[src/rtl/tbird_tail_lights_pkg.sv]
// Shared definitions for the Thunderbird tail-light sequencer: the state
// encoding and the lamp pattern each state shows.
package tbird_tail_lights_pkg;

    // One state per clock; all eight 3-bit encodings are used.
    typedef enum logic [2:0] {
        IDLE = 3'd0,
        L1   = 3'd1,
        L2   = 3'd2,
        L3   = 3'd3,
        R1   = 3'd4,
        R2   = 3'd5,
        R3   = 3'd6,
        LR3  = 3'd7
    } state_e;

    // Lamp patterns ordered {LC,LB,LA,RA,RB,RC}. The left lamps light
    // from the inside out, and so do the right lamps.
    localparam logic [5:0] LAMPS_IDLE = 6'b000_000;
    localparam logic [5:0] LAMPS_L1   = 6'b001_000;
    localparam logic [5:0] LAMPS_L2   = 6'b011_000;
    localparam logic [5:0] LAMPS_L3   = 6'b111_000;
    localparam logic [5:0] LAMPS_R1   = 6'b000_100;
    localparam logic [5:0] LAMPS_R2   = 6'b000_110;
    localparam logic [5:0] LAMPS_R3   = 6'b000_111;
    localparam logic [5:0] LAMPS_LR3  = 6'b111_111;

    // Moore output decode. The default arm keeps every lamp off for any
    // encoding that is not listed.
    function automatic logic [5:0] lamp_pattern(input state_e state);
        logic [5:0] lamps;
        lamps = LAMPS_IDLE;
        case (state)
            IDLE:    lamps = LAMPS_IDLE;
            L1:      lamps = LAMPS_L1;
            L2:      lamps = LAMPS_L2;
            L3:      lamps = LAMPS_L3;
            R1:      lamps = LAMPS_R1;
            R2:      lamps = LAMPS_R2;
            R3:      lamps = LAMPS_R3;
            LR3:     lamps = LAMPS_LR3;
            default: lamps = LAMPS_IDLE;
        endcase
        return lamps;
    endfunction

endpackage

[src/rtl/tbird_tail_lights.sv]
// Thunderbird tail-light sequencer. This is a Moore FSM: the left and right
// sequences walk three lamps outward, and Hazard flashes all six lamps.
module tbird_tail_lights
    import tbird_tail_lights_pkg::*;
(
    input  logic Clock,
    input  logic Clear,
    input  logic Left,
    input  logic Right,
    input  logic Hazard,
    output logic LA,
    output logic LB,
    output logic LC,
    output logic RA,
    output logic RB,
    output logic RC
);

    state_e     state_q;
    state_e     state_d;
    logic [5:0] lamps;

    // State register. Clear is synchronous and takes priority over the
    // next-state logic, so the inputs cannot disturb the state while Clear
    // is high.
    // NOTE: sequential state uses non-blocking assignments so that every flop
    // samples the values from before the edge.
    always_ff @(posedge Clock) begin
        if (Clear) begin
            state_q <= IDLE;
        end else begin
            state_q <= state_d;
        end
    end

    // Next-state logic. A started turn sequence runs to L3/R3, and only
    // Hazard can abort it, from the first two steps.
    always_comb begin
        // NOTE: the default is assigned before the case, so no path leaves
        // state_d unassigned and no latch is inferred.
        state_d = IDLE;
        case (state_q)
            IDLE: begin
                if (Hazard)              state_d = LR3;
                else if (Left && Right)  state_d = LR3;
                else if (Left)           state_d = L1;
                else if (Right)          state_d = R1;
                else                     state_d = IDLE;
            end
            L1:      state_d = Hazard ? LR3 : L2;
            L2:      state_d = Hazard ? LR3 : L3;
            L3:      state_d = IDLE;
            R1:      state_d = Hazard ? LR3 : R2;
            R2:      state_d = Hazard ? LR3 : R3;
            R3:      state_d = IDLE;
            LR3:     state_d = IDLE;
            default: state_d = IDLE;
        endcase
    end

    // Output decode, driven only from the state register.
    assign lamps = lamp_pattern(state_q);
    assign {LC, LB, LA, RA, RB, RC} = lamps;

endmodule

[config.mk]
export PLATFORM = sky130hd
export DESIGN_NAME = tbird_tail_lights
export DESIGN_NICKNAME = d
export VERILOG_FILES = /design/src/rtl/tbird_tail_lights_pkg.sv /design/src/rtl/tbird_tail_lights.sv
export SDC_FILE = /design/constraint.sdc
export NUM_CORES = 1
export LEC_CHECK = 0
export ABC_AREA = 1
export CAP_MARGIN = 30
export CELL_PAD_IN_SITES_DETAIL_PLACEMENT = 0
export CELL_PAD_IN_SITES_GLOBAL_PLACEMENT = 1
export CORE_AREA = 2 2 39 41
export DETAILED_ROUTE_END_ITERATION = 6
export DIE_AREA = 0 0 41 43
export PLACE_DENSITY_LB_ADDON = 0.1
export RECOVER_POWER = 50
export SLEW_MARGIN = 20
export SYNTH_ARGS = -nofsm -noshare
export SYNTH_HDL_FRONTEND = slang
export SYNTH_SLANG_ARGS = --single-unit
export TNS_END_PERCENT = 10
[constraint.sdc]
create_clock -name Clock -period 1.95 [get_ports Clock]
set_input_delay 0.4875 -clock Clock [delete_from_list [all_inputs] [get_ports Clock]]
set_output_delay 0.4875 -clock Clock [all_outputs]
set_load 0.01 [all_outputs]
==> results of run 1 <==
routing by layer:
metal / global-route usage [%] / share of wire (%) / up-vias
met1: 13.2 / 40 / 155
met4: 8.00 / 0.75 / 0
met2: 15.6 / 56 / 2
met5: 0 / 0 / -
li1: - / - / 183
met3: 1.57 / 2.1 / 2
how the worst min path moves through the flow:
stage            endpoint       start  cells past startpoint
6_report       state_q[2]  state_q[2]                      2
5_1_grt        state_q[2]  state_q[2]                      2
4_1_cts        state_q[2]  state_q[2]                      2
3_5_place_dp   state_q[2]  state_q[2]                      2
3_3_place_gp   state_q[2]  state_q[2]                      2
2_1_floorplan  state_q[2]  state_q[2]                      2
state kept, by name, indices dropped and copies added, names as in the netlist:
signal   count
lamps        6
state_q      3
kinds of logic (layout without fill, tap and decap cells):
family	after synthesis	in the layout	synth area share [%]
AOI/OAI and AO/OA	5	5	10.0
and+or+nand+nor	28	28	35.4
buffers and inverters	10	24	9.41
DFF	9	9	45.1
metrics by stage:
stage / hold slack [ns] / worst slack, ns
6_report: 0.648 / 0.328
5_1_grt: 0.675 / 0.187
4_1_cts: 0.658 / 0.342
3_5_place_dp: 0.643 / 0.145
3_3_place_gp: 0.646 / 0.140
2_1_floorplan: 0.609 / 0.807
synth_stat cells:
cell type	count	area share [%]
sky130_fd_sc_hd__a21oi_1	1	1.3
sky130_fd_sc_hd__nand2_2	6	9.4
sky130_fd_sc_hd__nand3_1	2	2.5
sky130_fd_sc_hd__nor2_1	4	3.8
sky130_fd_sc_hd__a21oi_2	1	2.2
sky130_fd_sc_hd__nor2_4	1	2.8
sky130_fd_sc_hd__inv_1	7	6.6
sky130_fd_sc_hd__nand3_2	1	2.5
sky130_fd_sc_hd__a21oi_4	1	4.1
sky130_fd_sc_hd__o21ai_1	2	2.5
sky130_fd_sc_hd__nor2_2	1	1.6
sky130_fd_sc_hd__nand2_1	12	11
sky130_fd_sc_hd__inv_2	3	2.8
sky130_fd_sc_hd__or2_1	1	1.6
sky130_fd_sc_hd__dfxtp_1	9	45
worst min-delay path, stage by stage, from the launching register on:
cell and delay, ns:
sky130_fd_sc_hd__dfxtp_1 0.33, sky130_fd_sc_hd__o21ai_1 0.13, sky130_fd_sc_hd__a21oi_1 0.15
layout make-up:
class | instances | area [um2] | share of cell area (%)
clock buffers | 4 | 26.3 | 4.90
repair buffers | 10 | 100 | 18.6
well taps | 16 | 20.0 | 3.73
multi-input cells | 33 | 173 | 32.2
flip-flops and latches | 9 | 180 | 33.6
inverters | 10 | 37.5 | 6.99
layout by cell type (no fill, tap or decap), drive strengths merged:
cell,count
nand2,18
inv,10
clkdlybuf4s50,9
dfxtp,9
nor2,6
clkbuf,4
nand3,3
a21oi,3
o21ai,2
or2,1
dlygate4sd3,1
power breakdown:
part | leakage (nW) | internal (mW) | switching, mW
combinational | 0.168 | 0.203 | 0.274
clock | 0.0150 | 0.0782 | 0.0555
sequential | 0.0747 | 0.264 | 0.0361
total | 0.257 | 0.546 | 0.366
==> flow_summary.json, run 1 <==
{
  "outcome": "finished, final reports clean",
  "max_freq_mhz": 616,
  "worst_ir_drop_vdd_uv": 660,
  "setup.worst_path.class": "primary input to flop",
  "grt_usage_pct": 10.6,
  "r2r_start": "state_q[1]",
  "number_of_antenna_violations_at_the_first_check_in_global_routing": 0,
  "yosysWarnings": 0,
  "total_drc_errors_in_the_routed_layout": 0,
  "vias": 342,
  "detailed_route_wire_length_um": 671,
  "synth-seq-area-share_pct": 45.1,
  "clock_tree.root_cell": "sky130_fd_sc_hd__clkbuf_4",
  "post_detailed_placement_half_perimeter_wirelength_um": 581,
  "cts-hold-fix-buffers": 0,
  "crit_slowest_cell": "sky130_fd_sc_hd__dlygate4sd3_1",
  "start_util_pct": 28.8,
  "final_antenna_net_count": 0,
  "chipWidth_um": 41,
  "number_of_cells_on_the_worst_reg_to_reg_path": 9,
  "wire_per_inst_um": 8.18,
  "post_cts_resized": 0,
  "pin_count_of_the_biggest_net_entering_global_routing": 7,
  "number_of_global_route_vias_before_repair": 324,
  "gp_routability_congestion": 0.600,
  "max-slew-margin-rel_pct": 81.5,
  "worstPathRequired_ns": 2.10,
  "core_area_um2": 1380,
  "mappedNetlistArea_um2": 399,
  "postSynthAreaPerCell_um2": 7.68,
  "dp.cells": 78,
  "max_stage_delay_ns": 0.63,
  "timing.rr.end": "lamps[3]",
  "final-setup-viol-count": 0,
  "period_utilization_post_route_pct": 83.2,
  "worst_setup_path_startpoint": "Hazard",
  "cts-root-to-sink-buffers": 2,
  "numPortBuffers": 10,
  "detail_route.iter0.violations": 6,
  "post_drt_via_cell_ratio": 4.17,
  "power.total_mw": 0.912,
  "synthCells": 52,
  "syn_nets": 57,
  "firstDrtPassIters": 2,
  "synth.ff_latch_count": 9,
  "max-cap-violations": 0,
  "die_area_um2": 1760,
  "drive_above_1_share_pct": 21.2,
  "grt_overflow_total": 0,
  "report.final.slew_viol_count": 0,
  "count_of_distinct_cell_types_in_the_synthesized_netlist": 15,
  "floorplan.rows": 14,
  "insertedDiodeCount": 0,
  "finish.cell_count_without_fillers": 82,
  "fin_area_um2": 537,
  "placed_area_um2": 519,
  "global_route_wire_length_before_repair_um": 1230,
  "leakage_nw": 0.257,
  "clock_tree_from_tritoncts": "built",
  "utilization_pct": 38.8,
  "htree_levels": 1,
  "endpoint_kind": "flop",
  "timing.critical_path.arrival_ns": 1.77,
  "clk_pin_slew_worst_paths_ns": 0.05,
  "cpMostUsedCell": "sky130_fd_sc_hd__nand2_1",
  "cts_setup_buffers": 0,
  "critical_path_peak_fanout": 6,
  "finalHoldViolCount": 0,
  "cp.depth": 9,
  "setup_tns_ns": 0,
  "rsz_0062_raised_after_global_routing": "false",
  "worstMarginPinSlew_ns": 0.276,
  "fill_cells": 152,
  "worst_path_dominant_cell_family": "buffers and inverters",
  "worst_hold_path_type": "flop to flop",
  "crit_chain": "dlygate4sd3_1 > nor2_1 > nor2_4 > nand2_1 > nand2_1 > nand2_1 > inv_2 > nand2_2 > nand2_1",
  "worst_skew_pair.late_latency_ns": 0.25,
  "area_delta_synth_final_pct": 34.5,
  "period_needed_ns": 1.62,
  "start_kind": "primary input",
  "cts_made_buffers": 3,
  "die_h_um": 43,
  "power.density_nw_per_um2": 1700,
  "fin_nets": 72,
  "clock_skews_ns": 0.000239,
  "path_buf_inv": 2,
  "io_pins": 11,
  "crit_end": "lamps[3]",
  "worst-r2r-setup-slack_ns": 0.82,
  "numClockSinks": 9
}
No activity file was read; power rests on OpenSTA's default activity.
==> inputs of run 2 (changes only) <==
Settings changed: CORE_AREA 2 2 39 41 to 2 2 40 42, DIE_AREA 0 0 41 43 to 0 0 42 44.
Clock period 1.95 ns to 1.53 ns, I/O delays scaled along.
==> flow_summary.json, run 2 (synthesis results as in run 1) <==
{
  "layout.cells.most_common_list": "13 x sky130_fd_sc_hd__nand2_1, 10 x sky130_fd_sc_hd__clkdlybuf4s50_1, 9 x sky130_fd_sc_hd__dfxtp_1",
  "drive_above_1_share_pct": 23.5,
  "rsz_0062_raised_after_global_routing": "false",
  "pin_count_of_the_biggest_net_entering_global_routing": 7,
  "worstMarginPinSlew_ns": 0.272,
  "critical_path_peak_fanout": 1,
  "start_util_pct": 28.1,
  "core_area_um2": 1420,
  "power.total_mw": 1.18,
  "max-cap-violations": 0,
  "report.final.slew_viol_count": 0,
  "clock_skews_ns": 0.000745,
  "max_stage_delay_ns": 0.53,
  "timing.critical_path.arrival_ns": 1.10,
  "worst_hold_path_type": "flop to flop",
  "met3_length_um": 17,
  "cts-root-to-sink-buffers": 2,
  "global_route_wire_length_before_repair_um": 1420,
  "finalHoldViolCount": 0,
  "htree_levels": 1,
  "switching_power_mw": 0.476,
  "worstPathRequired_ns": 1.15,
  "path_buf_inv": 1,
  "period_utilization_post_route_pct": 96.9,
  "vias": 342,
  "leakage_nw": 0.268,
  "detailed_route_wire_length_um": 730,
  "worst_skew_pair.late_latency_ns": 0.25,
  "setup.worst_path.class": "flop to output pin",
  "crit_chain": "clkdlybuf4s50_1",
  "largest_register_ffs": 6,
  "die_area_um2": 1850,
  "endpoint_kind": "output pin",
  "placed_area_um2": 534,
  "number_of_antenna_violations_at_the_first_check_in_global_routing": 0,
  "setup_tns_ns": 0,
  "post_cts_resized": 0,
  "combinationalPowerShare_pct": 52.4,
  "period_needed_ns": 1.48,
  "clock_tree_from_tritoncts": "built",
  "power.density_nw_per_um2": 2120,
  "grt_overflow_total": 0,
  "worst_path_dominant_cell_family": "buffers and inverters",
  "wire_per_inst_um": 8.69,
  "chipWidth_um": 42,
  "clock_tree.root_cell": "sky130_fd_sc_hd__clkbuf_4",
  "p_sw_share_pct": 40.5,
  "outcome": "finished, final reports clean",
  "cts-hold-fix-buffers": 0,
  "grt_usage_pct": 10.0,
  "io_pins": 11,
  "power_frac_seq_pct": 32.9,
  "internal_power_mw": 0.701,
  "floorplan.rows": 14,
  "area_delta_synth_final_pct": 38.9,
  "firstDrtPassIters": 2,
  "start_kind": "flop",
  "crit_slowest_cell": "sky130_fd_sc_hd__clkdlybuf4s50_1",
  "number_of_global_route_vias_before_repair": 358,
  "insertedDiodeCount": 0,
  "worst_ir_drop_vdd_uv": 1010,
  "route.top_layer_used": "met4",
  "cts_made_buffers": 3,
  "die_h_um": 44,
  "post_drt_via_cell_ratio": 4.07,
  "numClockSinks": 9,
  "clk_pin_slew_worst_paths_ns": 0.06,
  "max_freq_mhz": 674,
  "fin_nets": 74,
  "detail_route.iter0.violations": 1,
  "total_drc_errors_in_the_routed_layout": 0,
  "post_detailed_placement_half_perimeter_wirelength_um": 615,
  "final-setup-viol-count": 0,
  "power.share.clock_pct": 14.7,
  "final_antenna_net_count": 0,
  "most_frequent_standard_cell_in_the_layout_excluding_fill_and_tap_cells": "sky130_fd_sc_hd__nand2_1",
  "max-slew-margin-rel_pct": 81.7,
  "routed-wl-met2_um": 402,
  "cts_setup_buffers": 0,
  "gp_routability_congestion": 0.688,
  "fill_cells": 164,
  "numPortBuffers": 10,
  "fin_area_um2": 554,
  "wl_met1_um": 305
}
## run 2: layer usage
| layer | global-route usage (%) | vias up |
|---|---|---|
| met5 | 0 | - |
| met4 | 3.87 | 0 |
| met3 | 1.25 | 2 |
| met2 | 18.4 | 2 |
| met1 | 11.9 | 152 |
| li1 | - | 186 |
## run 2: power groups by stage
stage	clock, mW	combinational, mW	sequential, mW
after floorplan	0	0.418	0.417
after global placement	0	0.648	0.392
after detailed placement	0	0.648	0.394
after CTS	0.181	0.652	0.390
after global routing	0.195	0.705	0.401
final	0.173	0.617	0.388
## run 2: worst register-to-register path, delay by kind of cell (launching register included)
| family | cells | cell delay [ns] |
|---|---|---|
| compound gates | 1 | 0.12 |
| flops | 1 | 0.38 |
| simple gates | 6 | 0.39 |
| buf+inv | 2 | 0.17 |
## run 2: metrics by stage
step	instances	hold slack (ns)	worst slack, ns	util (%)
6_report	84	0.650	0.0472	39.1
5_1_grt	84	0.711	0.0108	39.1
4_1_cts	84	0.664	0.0319	39.5
3_5_place_dp	80	0.646	-0.135	37.7
3_3_place_gp	80	0.638	-0.127	37.7
2_1_floorplan	52	0.566	0.492	-
## run 2: worst paths after layout
check / startpoint / end / slack (ns) / cells after the start
setup / recovery: lamps[1] / RB / 0.05 / 1
setup reg to reg: state_q[0] / lamps[3] / 0.38 / 9
hold reg to reg: state_q[2] / state_q[2] / 0.65 / 2
hold / removal: state_q[2] / state_q[2] / 0.65 / 2
## run 2: layout make-up
type	count	area, um2	share of cell area [%]
flip-flops and latches	9	180	32.5
multi-input cells	33	175	31.6
repair buffers	12	115	20.8
inverters	10	37.5	6.77
clock buffers	4	26.3	4.74
well taps	16	20.0	3.61
